$ cat src/rtl/awgn_pkg.sv
// -----------------------------------------------------------------------------
// awgn_pkg
// Shared definitions for the AWGN datapath blocks.
//   EXP_W        : width of the shift exponent.
//   K_S1/S2/S3   : shift unit of each denormalizer stage (16, 4, 1).
//   stage_ctl_t  : per-stage record {valid, g, s, exp_rem}. The data word
//                  travels beside it because its width is a module parameter.
// -----------------------------------------------------------------------------
package awgn_pkg;

  localparam int EXP_W = 6;

  localparam int K_S1 = 16;
  localparam int K_S2 = 4;
  localparam int K_S3 = 1;

  // exp_rem is consumed two bits at a time from the top: every stage takes its
  // shift select from exp_rem[5:4] and hands the rest on shifted left by two.
  typedef struct packed {
    logic             valid;
    logic             g;
    logic             s;
    logic [EXP_W-1:0] exp_rem;
  } stage_ctl_t;

endpackage

$ cat src/rtl/denorm_shifter_if.sv
// -----------------------------------------------------------------------------
// denorm_shifter_if
// Handshake bundle of the denormalizing shifter.
//   in_valid/in_ready   : input handshake for din/exp_e.
//   din, exp_e          : normalized operand and right-shift amount.
//   out_valid/out_ready : output handshake for dout/inexact/zero.
//   dout, inexact, zero : shifted (rounded) result and its flags.
// Modports: master = producer/consumer around the block, slave = the block.
// -----------------------------------------------------------------------------
interface denorm_shifter_if #(
  parameter int W = 48
);

  logic                       in_valid;
  logic                       in_ready;
  logic [W-1:0]               din;
  logic [awgn_pkg::EXP_W-1:0] exp_e;
  logic                       out_valid;
  logic                       out_ready;
  logic [W-1:0]               dout;
  logic                       inexact;
  logic                       zero;

  modport master (
    output in_valid, din, exp_e, out_ready,
    input  in_ready, out_valid, dout, inexact, zero
  );

  modport slave (
    input  in_valid, din, exp_e, out_ready,
    output in_ready, out_valid, dout, inexact, zero
  );

endinterface

$ cat src/rtl/denorm_shifter_rshift_stage.sv
// -----------------------------------------------------------------------------
// rshift_stage
// One registered pipeline stage of the denormalizer. Shifts the data word right
// by K_UNIT * exp_rem[5:4], folding the bits shifted out into the guard (g) and
// sticky (s) bits. With SAT=1 the stage also handles exp >= W, where the whole
// word leaves the datapath.
//   clk, rst_n           : clock, synchronous active-low reset.
//   in_data, in_ctl      : upstream record (in_ctl.valid is the upstream valid).
//   up_ready             : this stage can take a record this cycle.
//   down_ready           : downstream stage (or consumer) can take our record.
//   out_data, out_ctl    : registered record.
// -----------------------------------------------------------------------------
module rshift_stage
  import awgn_pkg::*;
#(
  parameter int W      = 48,
  parameter int K_UNIT = 1,
  parameter bit SAT    = 1'b0
) (
  input  logic             clk,
  input  logic             rst_n,
  input  logic [W-1:0]     in_data,
  input  stage_ctl_t       in_ctl,
  output logic             up_ready,
  input  logic             down_ready,
  output logic [W-1:0]     out_data,
  output stage_ctl_t       out_ctl
);

  logic [1:0]     sel;
  logic [2*W-1:0] wide;
  logic [W-1:0]   nxt_data;
  logic           nxt_g;
  logic           nxt_s;
  int             k;

  assign sel = in_ctl.exp_rem[EXP_W-1 -: 2];

  // The stage moves whenever its register is empty or is being emptied.
  assign up_ready = ~out_ctl.valid | down_ready;

  // NOTE: every output of this block gets a value before any branch, so no
  // path leaves one unassigned and no latch is inferred.
  always_comb begin
    k        = K_UNIT * int'(sel);
    // Upper half is the shifted word, lower half holds what fell off the end.
    wide     = {in_data, {W{1'b0}}} >> k;
    nxt_data = wide[2*W-1:W];
    nxt_g    = in_ctl.g;
    nxt_s    = in_ctl.s;
    if (k != 0) begin
      nxt_g = wide[W-1];
      nxt_s = in_ctl.s | in_ctl.g | (|wide[W-2:0]);
    end
    // Shift of W or more: nothing is left in the word. Only a shift of
    // exactly W keeps the MSB as guard; everything else is sticky.
    if (SAT && (int'(in_ctl.exp_rem) >= W)) begin
      nxt_data = '0;
      if (int'(in_ctl.exp_rem) == W) begin
        nxt_g = in_data[W-1];
        nxt_s = in_ctl.s | in_ctl.g | (|in_data[W-2:0]);
      end else begin
        nxt_g = 1'b0;
        nxt_s = in_ctl.s | in_ctl.g | (|in_data);
      end
    end
  end

  // NOTE: state registers use non-blocking assignments so every stage samples
  // its neighbour's pre-edge value and the pipeline shifts as a whole.
  // NOTE: the data word is reset along with the valid bit because the block's
  // dout must read 0 straight after reset, not stale or unknown contents.
  always_ff @(posedge clk) begin
    if (!rst_n) begin
      out_ctl  <= '0;
      out_data <= '0;
    end else if (up_ready) begin
      out_ctl.valid <= in_ctl.valid;
      // Bubbles only clear valid; the held record is left untouched.
      if (in_ctl.valid) begin
        out_data        <= nxt_data;
        out_ctl.g       <= nxt_g;
        out_ctl.s       <= nxt_s;
        out_ctl.exp_rem <= {in_ctl.exp_rem[EXP_W-3:0], 2'b00};
      end
    end
  end

endmodule

$ cat src/rtl/denorm_shifter.sv
// -----------------------------------------------------------------------------
// denorm_shifter
// Three-stage pipelined right-shift denormalizer: dout = din >> exp_e, rounded
// half-up on the guard bit when ROUND=1, truncated when ROUND=0. Full
// valid/ready backpressure, 3-cycle latency, one result per cycle.
//   clk   : clock (rising edge).
//   rst_n : synchronous active-low reset; drops all in-flight data.
//   bus   : denorm_shifter_if slave (in_valid/in_ready/din/exp_e,
//           out_valid/out_ready/dout/inexact/zero).
// Parameters: W data width (<= 63), ROUND rounding enable.
// -----------------------------------------------------------------------------
module denorm_shifter
  import awgn_pkg::*;
#(
  parameter int W     = 48,
  parameter bit ROUND = 1'b1
) (
  input  logic           clk,
  input  logic           rst_n,
  denorm_shifter_if.slave bus
);

  stage_ctl_t   c0, c1, c2, c3;
  logic [W-1:0] d1, d2, d3;
  logic         rdy1, rdy2, rdy3;
  logic [W-1:0] result;
  logic         unused_exp_rem;

  assign c0 = '{valid: bus.in_valid, g: 1'b0, s: 1'b0, exp_rem: bus.exp_e};

  rshift_stage #(.W(W), .K_UNIT(K_S1), .SAT(1'b1)) u_s1 (
    .clk       (clk),
    .rst_n     (rst_n),
    .in_data   (bus.din),
    .in_ctl    (c0),
    .up_ready  (rdy1),
    .down_ready(rdy2),
    .out_data  (d1),
    .out_ctl   (c1)
  );

  rshift_stage #(.W(W), .K_UNIT(K_S2), .SAT(1'b0)) u_s2 (
    .clk       (clk),
    .rst_n     (rst_n),
    .in_data   (d1),
    .in_ctl    (c1),
    .up_ready  (rdy2),
    .down_ready(rdy3),
    .out_data  (d2),
    .out_ctl   (c2)
  );

  rshift_stage #(.W(W), .K_UNIT(K_S3), .SAT(1'b0)) u_s3 (
    .clk       (clk),
    .rst_n     (rst_n),
    .in_data   (d2),
    .in_ctl    (c2),
    .up_ready  (rdy3),
    .down_ready(bus.out_ready),
    .out_data  (d3),
    .out_ctl   (c3)
  );

  // Rounding cannot overflow: any nonzero shift leaves the word below
  // 2^(W-1), and a zero shift leaves g clear.
  assign result = ROUND ? d3 + {{(W-1){1'b0}}, c3.g} : d3;

  assign bus.in_ready  = rdy1;
  assign bus.out_valid = c3.valid;
  assign bus.dout      = result;
  assign bus.inexact   = c3.g | c3.s;
  // Qualified by valid so the flag reads 0 out of reset rather than
  // reporting the cleared data word as a zero result.
  assign bus.zero      = c3.valid & (result == '0);

  // All exponent bits are consumed by the last stage.
  assign unused_exp_rem = ^c3.exp_rem;

endmodule

$ cat src/flat_wrapper.sv
// flat-port wrapper written by rule: the top's interface ports become plain ports
module denorm_shifter_flat import awgn_pkg::*;
#(
  parameter int W     = 48,
  parameter bit ROUND = 1'b1
)
  (clk, rst_n, bus_in_valid, bus_din, bus_exp_e, bus_out_ready, bus_in_ready, bus_out_valid, bus_dout, bus_inexact, bus_zero);
  denorm_shifter_if #(.W(W)) bus_i ();
  input  logic clk;
  input  logic rst_n;
  input wire logic [$bits(bus_i.in_valid)-1:0] bus_in_valid;
  input wire logic [$bits(bus_i.din)-1:0] bus_din;
  input wire logic [$bits(bus_i.exp_e)-1:0] bus_exp_e;
  input wire logic [$bits(bus_i.out_ready)-1:0] bus_out_ready;
  output wire logic [$bits(bus_i.in_ready)-1:0] bus_in_ready;
  output wire logic [$bits(bus_i.out_valid)-1:0] bus_out_valid;
  output wire logic [$bits(bus_i.dout)-1:0] bus_dout;
  output wire logic [$bits(bus_i.inexact)-1:0] bus_inexact;
  output wire logic [$bits(bus_i.zero)-1:0] bus_zero;
  assign bus_i.in_valid = bus_in_valid;
  assign bus_i.din = bus_din;
  assign bus_i.exp_e = bus_exp_e;
  assign bus_i.out_ready = bus_out_ready;
  assign bus_in_ready = bus_i.in_ready;
  assign bus_out_valid = bus_i.out_valid;
  assign bus_dout = bus_i.dout;
  assign bus_inexact = bus_i.inexact;
  assign bus_zero = bus_i.zero;
  denorm_shifter #(.W(W), .ROUND(ROUND)) u_core (.clk(clk), .rst_n(rst_n), .bus(bus_i));
endmodule
$ cat config.mk
export PLATFORM = sky130hd
export DESIGN_NAME = denorm_shifter_flat
export DESIGN_NICKNAME = d
export VERILOG_FILES = /design/src/rtl/awgn_pkg.sv /design/src/rtl/denorm_shifter_if.sv /design/src/rtl/denorm_shifter_rshift_stage.sv /design/src/rtl/denorm_shifter.sv /design/src/flat_wrapper.sv
export SDC_FILE = /design/constraint.sdc
export NUM_CORES = 1
export LEC_CHECK = 0
export CORE_MARGIN = 2
export CORE_UTILIZATION = 58
export DETAILED_ROUTE_END_ITERATION = 10
export MAX_ROUTING_LAYER = met4
export PLACE_DENSITY_LB_ADDON = 0.1
export SLEW_MARGIN = 25
export SYNTH_ARGS = -nofsm -noshare
export SYNTH_HDL_FRONTEND = slang
export SYNTH_HIERARCHICAL = 1
export SYNTH_SLANG_ARGS = --single-unit
$ cat constraint.sdc
create_clock -name clk -period 3.9 [get_ports clk]
set_input_delay 0.39 -clock clk [delete_from_list [all_inputs] [get_ports clk]]
set_output_delay 0.39 -clock clk [all_outputs]
set_load 0.005 [all_outputs]
==> results of run 1 <==
layout make-up:
cell class	count	area (sq um)
clock inverters	11	111
clock buffers	20	447
inverters	12	45.0
repair buffers	164	1510
flip-flops and latches	159	3190
fillers	1485	5310
well taps	225	282
multi-input cells	882	6460
metrics by stage:
step                      total power [mW]  hold slack (ns)  setup WS (ns)  std cells  instance area (sq um)
after floorplan                       2.09            0.437          0.343       1152                  10300
final                                 3.78            0.466          0.184       1473                  12000
after CTS                             3.80            0.469        0.00198       1472                  12000
after detailed placement              2.24            0.460         0.0795       1441                  11400
after global placement                2.23            0.452          0.120       1441                  11400
after global routing                  3.93            0.488        0.00780       1473                  12000
sequential cells by signal, indices dropped and copies added (netlist names):
signal / count
u_core/u_s2/out_data: 48
u_core/u_s3/out_data: 48
u_core/u_s1/out_data: 48
u_core/u_s1/out_ctl: 7
u_core/u_s2/out_ctl: 5
u_core/u_s3/out_ctl: 3
worst min-delay path, cell delays in order, from the launching register on:
cell	delay (ns)
dfxtp_1	0.32
nand2_1	0.05
a21boi_1	0.05
report_power, final:
group / internal (mW) / switching [mW]
clock network: 0.897 / 0.671
logic: 0.230 / 0.232
registers: 1.67 / 0.0792
total: 2.80 / 0.982
how the worst max path moves through the flow:
| stage | startpoint | to | slack [ns] |
|---|---|---|---|
| after detailed placement | u_core/u_s3/out_data[0]$_SDFFE_PN0P_ | bus_zero | 0.08 |
| after global routing | u_core/u_s3/out_ctl[7]$_SDFFE_PN0P_ | bus_zero | 0.008 |
| after CTS | u_core/u_s3/out_data[0]$_SDFFE_PN0P_ | bus_zero | 0.002 |
| after global placement | u_core/u_s3/out_data[0]$_SDFFE_PN0P_ | bus_zero | 0.12 |
| final | u_core/u_s3/out_data[37]$_SDFFE_PN0P_ | bus_zero | 0.18 |
| after floorplan | u_core/u_s3/out_ctl[7]$_SDFFE_PN0P_ | bus_zero | 0.34 |
layer usage:
| metal | routed length [um] | track usage | up-vias |
|---|---|---|---|
| met5 | 0 | - | - |
| met4 | 1050 | 0.135 | 0 |
| met3 | 1720 | 0.0405 | 69 |
| met2 | 13000 | 0.488 | 389 |
| met1 | 12300 | 0.416 | 4300 |
| li1 | - | - | 4425 |
what timing repair did:
action                                  in CTS  in global routing
gates resized for setup                      6                  7
endpoints found under the setup margin       1                  1
pin swaps                                    1                  1
buffers inserted                             0                  1
==> metrics.txt, run 1 <==
worst hold path stage count=2; CTS clk-pin slew, worst paths=0.06 ns; outcome=finished, final reports clean; CTS H-Tree Depth=4; Max-slew headroom=0.330; YS warnings=6; routed via count=9,183; Max Cap Viol=0; commonest cells after routing, fill and taps aside=207 x nand2_1, 155 x dfxtp_1, 106 x clkdlybuf4s50_1; Avg Cell Area, Syn=about 9.0 sq um; first-pass GRT wire length=roughly 45,000 um; Tot GR Track Use=0.315; Worst path slowest cell=or4_1; Final Core Density=0.694; reg2reg path depth=9; DR pass1 iterations=5; CP max stage delay=0.60 ns; clk_lat worst skew=0.42 ns; Post-Syn Area=approximately 10,000 sq um; Max clock buf depth=2; CTS tree=done; Die Span Y=138 um; number of vias per cell=~6.2; Buf/Inv on CP=1; row cnt=between 40 and 50; setup TNS=0 ns; final net count=roughly 1,300; cells after synthesis=roughly 1,200; Wirelength per Cell=around 19 um; type of origin of the critical path=register; Crit Path Max Fanout=6; initial antenna violation count=0; PortBufs=roughly 110; number of routed nets with antenna violations=0; Hold Crit Class=register to register; # diodes=0; I/O pins=110; leakage power=4.39 nW; fin crit period=3.72 ns; Hold Violations, Final=0; Core Area=between 15,000 and 20,000 sq um; crit-path leading delay family=simple AND/OR/NAND/NOR gates; RSZ-0062 raised after global routing=no; worst path required time=around 3.5 ns; Syn-to-layout area delta=16.5%; fmax=roughly 270 MHz; die span in x=around 140 um; Worst Tran Pin Value=roughly 1 ns; initial DRC count=~750; Crit. path cell count=8; largest net degree at the start of global routing=81; Worst setup EP type=output port; Clock Skew=~0.010 ns; global route overflow=0; clock root cell=clkbuf_16; ratio of final minimum period to clock period=0.953; Final GP Congestion=a little over 1; vias in the first global route=8,408; hold_buf cts=0; WP data arrival=around 3.3 ns; Post-route DRC=0; routed wire length=28,100 um; Max VDD drop=between 0.3 and 0.4 mV; r2r setup slk=between 1 and 1.5 ns; PwrDens=roughly 310 nW/um^2; Worst Setup Path Type=register to output port; Final Setup Violations=0; # clock sinks=roughly 160; Num CTS Buffers=17; HP Start=u_core/u_s2/out_data[30]$_SDFFE_PN0P_; r2r endpoint=u_core/u_s1/out_data[22]$_SDFFE_PN0P_; Critical Path, Cell by Cell=nand2_1 -> or4_1 -> nor4_1 -> xor2_1 -> or4b_1 -> or4_4 -> nor4_2 -> buf_2; hold endpoint=u_core/u_s2/out_data[30]$_SDFFE_PN0P_; initial core utilization=0.596; Final Max Slew Viols=0; Reg2Reg Launch Point=u_core/u_s3/out_ctl[8]$_SDFFE_PN0P_; Detail Placement HPWL=about 21,000 um; DIE AREA=18,900 sq um; layout cell share with drive strength beyond 1=0.139; most common cell after layout, fill and taps aside=nand2_1
(Power assumes the default switching activity.)
==> inputs of run 2 (changes only) <==
CTS_BUF_LIST = sky130_fd_sc_hd__clkbuf_16   (was unset)
==> metrics.txt, run 2 (synthesis gave the netlist of run 1 again) <==
outcome=finished, final reports clean (unchanged); biggest regs=u_core/u_s1/out_data x48, u_core/u_s2/out_data x48, u_core/u_s3/out_data x48 (unchanged); PortBufs=109 (unchanged); reg2reg path depth=9 (unchanged); switch share=0.262 (was 0.260); Hold Violations, Final=0 (unchanged); combinational share of power=0.123 (was 0.122); fmax=269 MHz (about the same); Post-route DRC=0 (unchanged); number of vias per cell=6.21 (was 6.23); Core Area=17,400 sq um (unchanged); hold_buf cts=0 (unchanged); I/O pins=110 (unchanged); area occupied by registers=3190 sq um (unchanged); Max clock buf depth=2 (unchanged); # clock sinks=159 (unchanged); initial DRC count=781 (was 754); Worst Setup Path Type=register to output port (unchanged); initial antenna violation count=0 (unchanged); first-pass GRT wire length=45,100 um (about the same); vias in the first global route=8,408 (unchanged); clock network fraction of design power=0.411 (was 0.415); Reg2Reg Launch Point=u_core/u_s3/out_ctl[8]$_SDFFE_PN0P_ (unchanged); global route overflow=0 (unchanged); CTS tree=done (unchanged); CTS clk-pin slew, worst paths=0.06 ns (about the same); Wirelength per Cell=19.1 um (about the same); Final Setup Violations=0 (unchanged); clk_lat worst skew=0.42 ns (about the same); HP Start=u_core/u_s2/out_data[30]$_SDFFE_PN0P_ (unchanged); fin crit period=3.72 ns (about the same); DR pass1 iterations=5 (unchanged); Worst Tran Pin Value=1.02 ns (was 1.01 ns); type of origin of the critical path=register (unchanged); number of routed nets with antenna violations=0 (unchanged); sequential power share=0.466 (was 0.463); RSZ-0062 raised after global routing=no (unchanged); Max Cap Viol=0 (unchanged); Filler cells=1,489 (was 1,485); hold endpoint=u_core/u_s2/out_data[30]$_SDFFE_PN0P_ (unchanged); setup TNS=0 ns (unchanged); placed cell area=11,400 sq um (unchanged); r2r endpoint=u_core/u_s1/out_data[22]$_SDFFE_PN0P_ (unchanged); PwrDens=312 nW/um^2 (was 314 nW/um^2); Crit Path Max Fanout=6 (unchanged); largest net degree at the start of global routing=81 (unchanged); # diodes=0 (unchanged); final net count=1,297 (unchanged); post-layout instance area=12,000 sq um (about the same); die span in x=138 um (unchanged); layout cell share with drive strength beyond 1=0.139 (about the same); Syn-to-layout area delta=16.4% (was 16.5%); r2r setup slk=1.44 ns (was 1.42 ns); Hold Crit Class=register to register (unchanged); ratio of final minimum period to clock period=0.953 (about the same); Tot GR Track Use=0.315 (unchanged); WP data arrival=3.33 ns (about the same); Multi-input gate area=6460 sq um (unchanged); Hold WS=0.466 ns (about the same); initial core utilization=0.596 (unchanged); routed wire length=28,100 um (about the same); DIE AREA=18,900 sq um (unchanged); P_int=2.77 mW (was 2.80 mW); clock root cell=clkbuf_16 (unchanged); Worst setup EP type=output port (unchanged); routed via count=9,142 (was 9,183); worst path required time=3.51 ns (about the same); leakage power=4.39 nW (about the same); CTS H-Tree Depth=4 (unchanged); worst hold path stage count=2 (unchanged); Detail Placement HPWL=21,100 um (unchanged); Clock Skew=0.00981 ns (was 0.0104 ns); Max VDD drop=0.309 mV (was 0.308 mV); Num CTS Buffers=17 (unchanged); most common cell after layout, fill and taps aside=nand2_1 (unchanged); Final Max Slew Viols=0 (unchanged); row cnt=48 (unchanged); commonest cells after routing, fill and taps aside=207 x nand2_1, 155 x dfxtp_1, 106 x clkdlybuf4s50_1 (unchanged); Final GP Congestion=1.01 (unchanged); Max-slew headroom=0.322 (was 0.330); Die Span Y=138 um (unchanged); NetSw=0.986 mW (was 0.982 mW)
## run 2: cell types whose count changed in the layout (fill, tap and decap cells not counted)
cell,delta
clkbuf_1,-2
clkbuf_8,-1
inv_1,+2
clkinv_1,+1
## run 2: stage by stage
step / std cells / util / total power, mW / setup slack, ns
2_1_floorplan: 1152 / - / 2.09 / 0.343
3_3_place_gp: 1441 / 0.659 / 2.23 / 0.120
3_5_place_dp: 1441 / 0.659 / 2.24 / 0.0795
4_1_cts: 1472 / 0.693 / 3.77 / 0.00198
5_1_grt: 1473 / 0.694 / 3.91 / 0.00780
6_report: 1473 / 0.694 / 3.76 / 0.183
## run 2: metal layers
| metal | GRT usage | vias up | share of wire |
|---|---|---|---|
| li1 | - | 4421 | - |
| met1 | 0.416 | 4277 | 0.44 |
| met2 | 0.488 | 380 | 0.47 |
| met3 | 0.0412 | 64 | 0.057 |
| met4 | 0.136 | 0 | 0.037 |
| met5 | - | - | 0 |
## run 2: worst max path at each step
stage / start / to / slack, ns / cells after the start
after CTS: u_core/u_s3/out_data[0]$_SDFFE_PN0P_ / bus_zero / 0.002 / 11
final: u_core/u_s3/out_data[37]$_SDFFE_PN0P_ / bus_zero / 0.18 / 8
after global placement: u_core/u_s3/out_data[0]$_SDFFE_PN0P_ / bus_zero / 0.12 / 10
after global routing: u_core/u_s3/out_ctl[7]$_SDFFE_PN0P_ / bus_zero / 0.008 / 11
after floorplan: u_core/u_s3/out_ctl[7]$_SDFFE_PN0P_ / bus_zero / 0.34 / 10
after detailed placement: u_core/u_s3/out_data[0]$_SDFFE_PN0P_ / bus_zero / 0.08 / 10
## run 2: repair_timing
item / in CTS / in global routing
endpoints found under the hold margin: 0 / 0
buffers inserted: 0 / 1
resized for setup: 6 / 7
setup endpoints to repair: 1 / 1
pin swaps: 1 / 1
## run 2: area by class of cell
cell class | instances | share of cell area
multi-input cells | 882 | 0.537
flip-flops and latches | 159 | 0.265
repair buffers | 164 | 0.126
clock buffers | 17 | 0.0353
well taps | 225 | 0.0234
clock inverters | 14 | 0.0102
inverters | 12 | 0.00374
## run 2: critical path, stage by stage, from the launching register on
cell and delay [ns]:
dfxtp_1 0.42, nand2_1 0.06, or4_1 0.60, nor4_1 0.36
xor2_1 0.12, or4b_1 0.54, or4_4 0.53, nor4_2 0.13
buf_2 0.14
## run 2: power groups by stage
stage               Sequential, mW  Combinational [mW]  Clock [mW]
floorplan                     1.74               0.346           0
global placement              1.78               0.450           0
detailed placement            1.79               0.454           0
CTS                           1.75               0.457        1.57
global route                  1.76               0.500        1.65
finish                        1.75               0.461        1.55
==> inputs of run 3 (changes only) <==
CORE_ASPECT_RATIO = 1.4   (was unset)
==> metrics.txt, run 3 (synthesis gave the netlist of run 1 again) <==
PwrDens=318 nW/um^2 (was 312 nW/um^2); HP Start=u_core/u_s2/out_data[13]$_SDFFE_PN0P_ (was u_core/u_s2/out_data[30]$_SDFFE_PN0P_); Final Max Slew Viols=0 (unchanged); most common cell after layout, fill and taps aside=nand2_1 (unchanged); r2r setup slk=1.49 ns (was 1.44 ns); layout cell share with drive strength beyond 1=0.156 (was 0.139); die span in x=117 um (was 138 um); commonest cells after routing, fill and taps aside=207 x nand2_1, 145 x dfxtp_1, 106 x clkdlybuf4s50_1 (was 207 x nand2_1, 155 x dfxtp_1, 106 x clkdlybuf4s50_1); Max VDD drop=0.252 mV (was 0.309 mV); Hold Crit Class=register to register (unchanged); WP data arrival=3.37 ns (was 3.33 ns); largest net degree at the start of global routing=92 (was 81); Clock Skew=0.0144 ns (was 0.00981 ns); Die Span Y=162 um (was 138 um); Num CTS Buffers=17 (unchanged); Syn-to-layout area delta=17.6% (was 16.4%); Crit. path cell count=8 (unchanged); Worst Setup Path Type=register to output port (unchanged); outcome=finished, final reports clean (unchanged); CTS H-Tree Depth=4 (unchanged); ratio of final minimum period to clock period=0.963 (was 0.953); routed via count=8,969 (was 9,142); Hold Violations, Final=0 (unchanged); Setup crit end=bus_zero (unchanged); Core Area=17,400 sq um (about the same); number of routed nets with antenna violations=0 (unchanged); CTS tree=done (unchanged); Setup WS pre-CTS=0.0186 ns (was 0.0795 ns); vias in the first global route=8,560 (was 8,408); biggest regs=u_core/u_s1/out_data x48, u_core/u_s2/out_data x48, u_core/u_s3/out_data x48 (unchanged); clock root cell=clkbuf_16 (unchanged); global route overflow=0 (unchanged); Critical Path, Cell by Cell=and4_2 -> nand4_4 -> or4b_4 -> mux2_4 -> o22a_1 -> or4_1 -> nor4_2 -> buf_2 (was nand2_1 -> or4_1 -> nor4_1 -> xor2_1 -> or4b_1 -> or4_4 -> nor4_2 -> buf_2); Reg2Reg Launch Point=u_core/u_s3/out_ctl[8]$_SDFFE_PN0P_ (unchanged); initial DRC count=601 (was 781); Final Setup Violations=0 (unchanged); worst path required time=3.51 ns (about the same); Final Worst Setup Slack=0.143 ns (was 0.183 ns); PortBufs=109 (unchanged); critical path launch point=u_core/u_s3/out_data[18]$_SDFFE_PN0P_ (was u_core/u_s3/out_data[37]$_SDFFE_PN0P_); Final Core Density=0.699 (was 0.694); Crit Path Max Fanout=9 (was 6); leakage power=4.47 nW (was 4.39 nW); Worst Tran Pin Value=0.841 ns (was 1.02 ns); Wirelength per Cell=18.9 um (was 19.1 um); final net count=1,296 (was 1,297); routed wire length=28,100 um (about the same); CTS clk-pin slew, worst paths=0.06 ns (about the same); clk_lat worst skew=0.42 ns (about the same); Detail Placement HPWL=21,500 um (was 21,100 um); initial core utilization=0.594 (was 0.596); first-pass GRT wire length=45,200 um (was 45,100 um); CP max stage delay=0.60 ns (about the same); # clock sinks=159 (unchanged); Max-slew headroom=0.438 (was 0.322); initial antenna violation count=0 (unchanged); fmax=266 MHz (was 269 MHz); Filler cells=1,484 (was 1,489); r2r endpoint=u_core/u_s1/out_data[46]$_SDFFE_PN0P_ (was u_core/u_s1/out_data[22]$_SDFFE_PN0P_); Post-route DRC=0 (unchanged); Max Cap Viol=0 (unchanged); Worst setup EP type=output port (unchanged); DR pass1 iterations=5 (unchanged); reg2reg path depth=8 (was 9); type of origin of the critical path=register (unchanged); Final GP Congestion=1.01 (about the same); setup TNS=0 ns (unchanged); fin crit period=3.76 ns (was 3.72 ns); row cnt=57 (was 48); # diodes=0 (unchanged); Tot GR Track Use=0.314 (was 0.315); Worst path slowest cell=or4b_4 (was or4_1); I/O pins=110 (unchanged); total power=3.86 mW (was 3.76 mW); number of vias per cell=6.05 (was 6.21); crit-path leading delay family=simple AND/OR/NAND/NOR gates (unchanged); DIE AREA=18,900 sq um (about the same); Buf/Inv on CP=1 (unchanged); Max clock buf depth=2 (unchanged)
## run 3: per-stage QoR
step / std cells / hold slack (ns) / area [sq um]
2_1_floorplan: 1152 / 0.437 / 10300
3_3_place_gp: 1451 / 0.453 / 11400
3_5_place_dp: 1451 / 0.459 / 11400
4_1_cts: 1482 / 0.468 / 12100
5_1_grt: 1483 / 0.489 / 12200
6_report: 1483 / 0.466 / 12200
## run 3: routing by layer
layer / global-route usage / routed length, um
met2: 0.528 / 14200
met4: 0.171 / 1600
met5: - / 0
met3: 0.0343 / 985
met1: 0.363 / 11300
## run 3: where the power goes
group	switching (mW)	internal, mW
Sequential	0.0791	1.67
Combinational	0.228	0.225
Clock	0.705	0.956
Total	1.01	2.85
## run 3: area by class of cell
cell class                      count  area (sq um)  area share
Multi-Input combinational cell    882          6540       0.538
Sequential cell                   159          3210       0.264
Timing Repair Buffer              163          1490       0.122
Clock buffer                       17           425      0.0350
Tap cell                          236           295      0.0243
Clock inverter                     14           159      0.0131
Inverter                           12          45.0     0.00370
## run 3: worst min-delay path: stages, from the launching register on
cell	delay [ns]
dfxtp_1	0.32
nand2_1	0.05
a21boi_1	0.05
## run 3: worst min-delay path by stage
stage                                             to  slack (ns)  cells after the start
6_report       u_core/u_s2/out_data[13]$_SDFFE_PN0P_        0.47                      2
5_1_grt        u_core/u_s2/out_data[13]$_SDFFE_PN0P_        0.49                      2
4_1_cts        u_core/u_s2/out_data[18]$_SDFFE_PN0P_        0.47                      2
3_5_place_dp    u_core/u_s2/out_data[4]$_SDFFE_PN0P_        0.46                      2
3_3_place_gp   u_core/u_s2/out_data[10]$_SDFFE_PN0P_        0.45                      2
2_1_floorplan  u_core/u_s3/out_data[21]$_SDFFE_PN0P_        0.44                      1
## run 3: what timing repair did
item | in CTS | in global routing
buffers inserted | 0 | 1
pin swaps | 1 | 7
setup endpoints to repair | 1 | 1
hold buffers | 0 | 0
resized for setup | 11 | 32
hold endpoints to repair | 0 | 0
cloned | 0 | 0
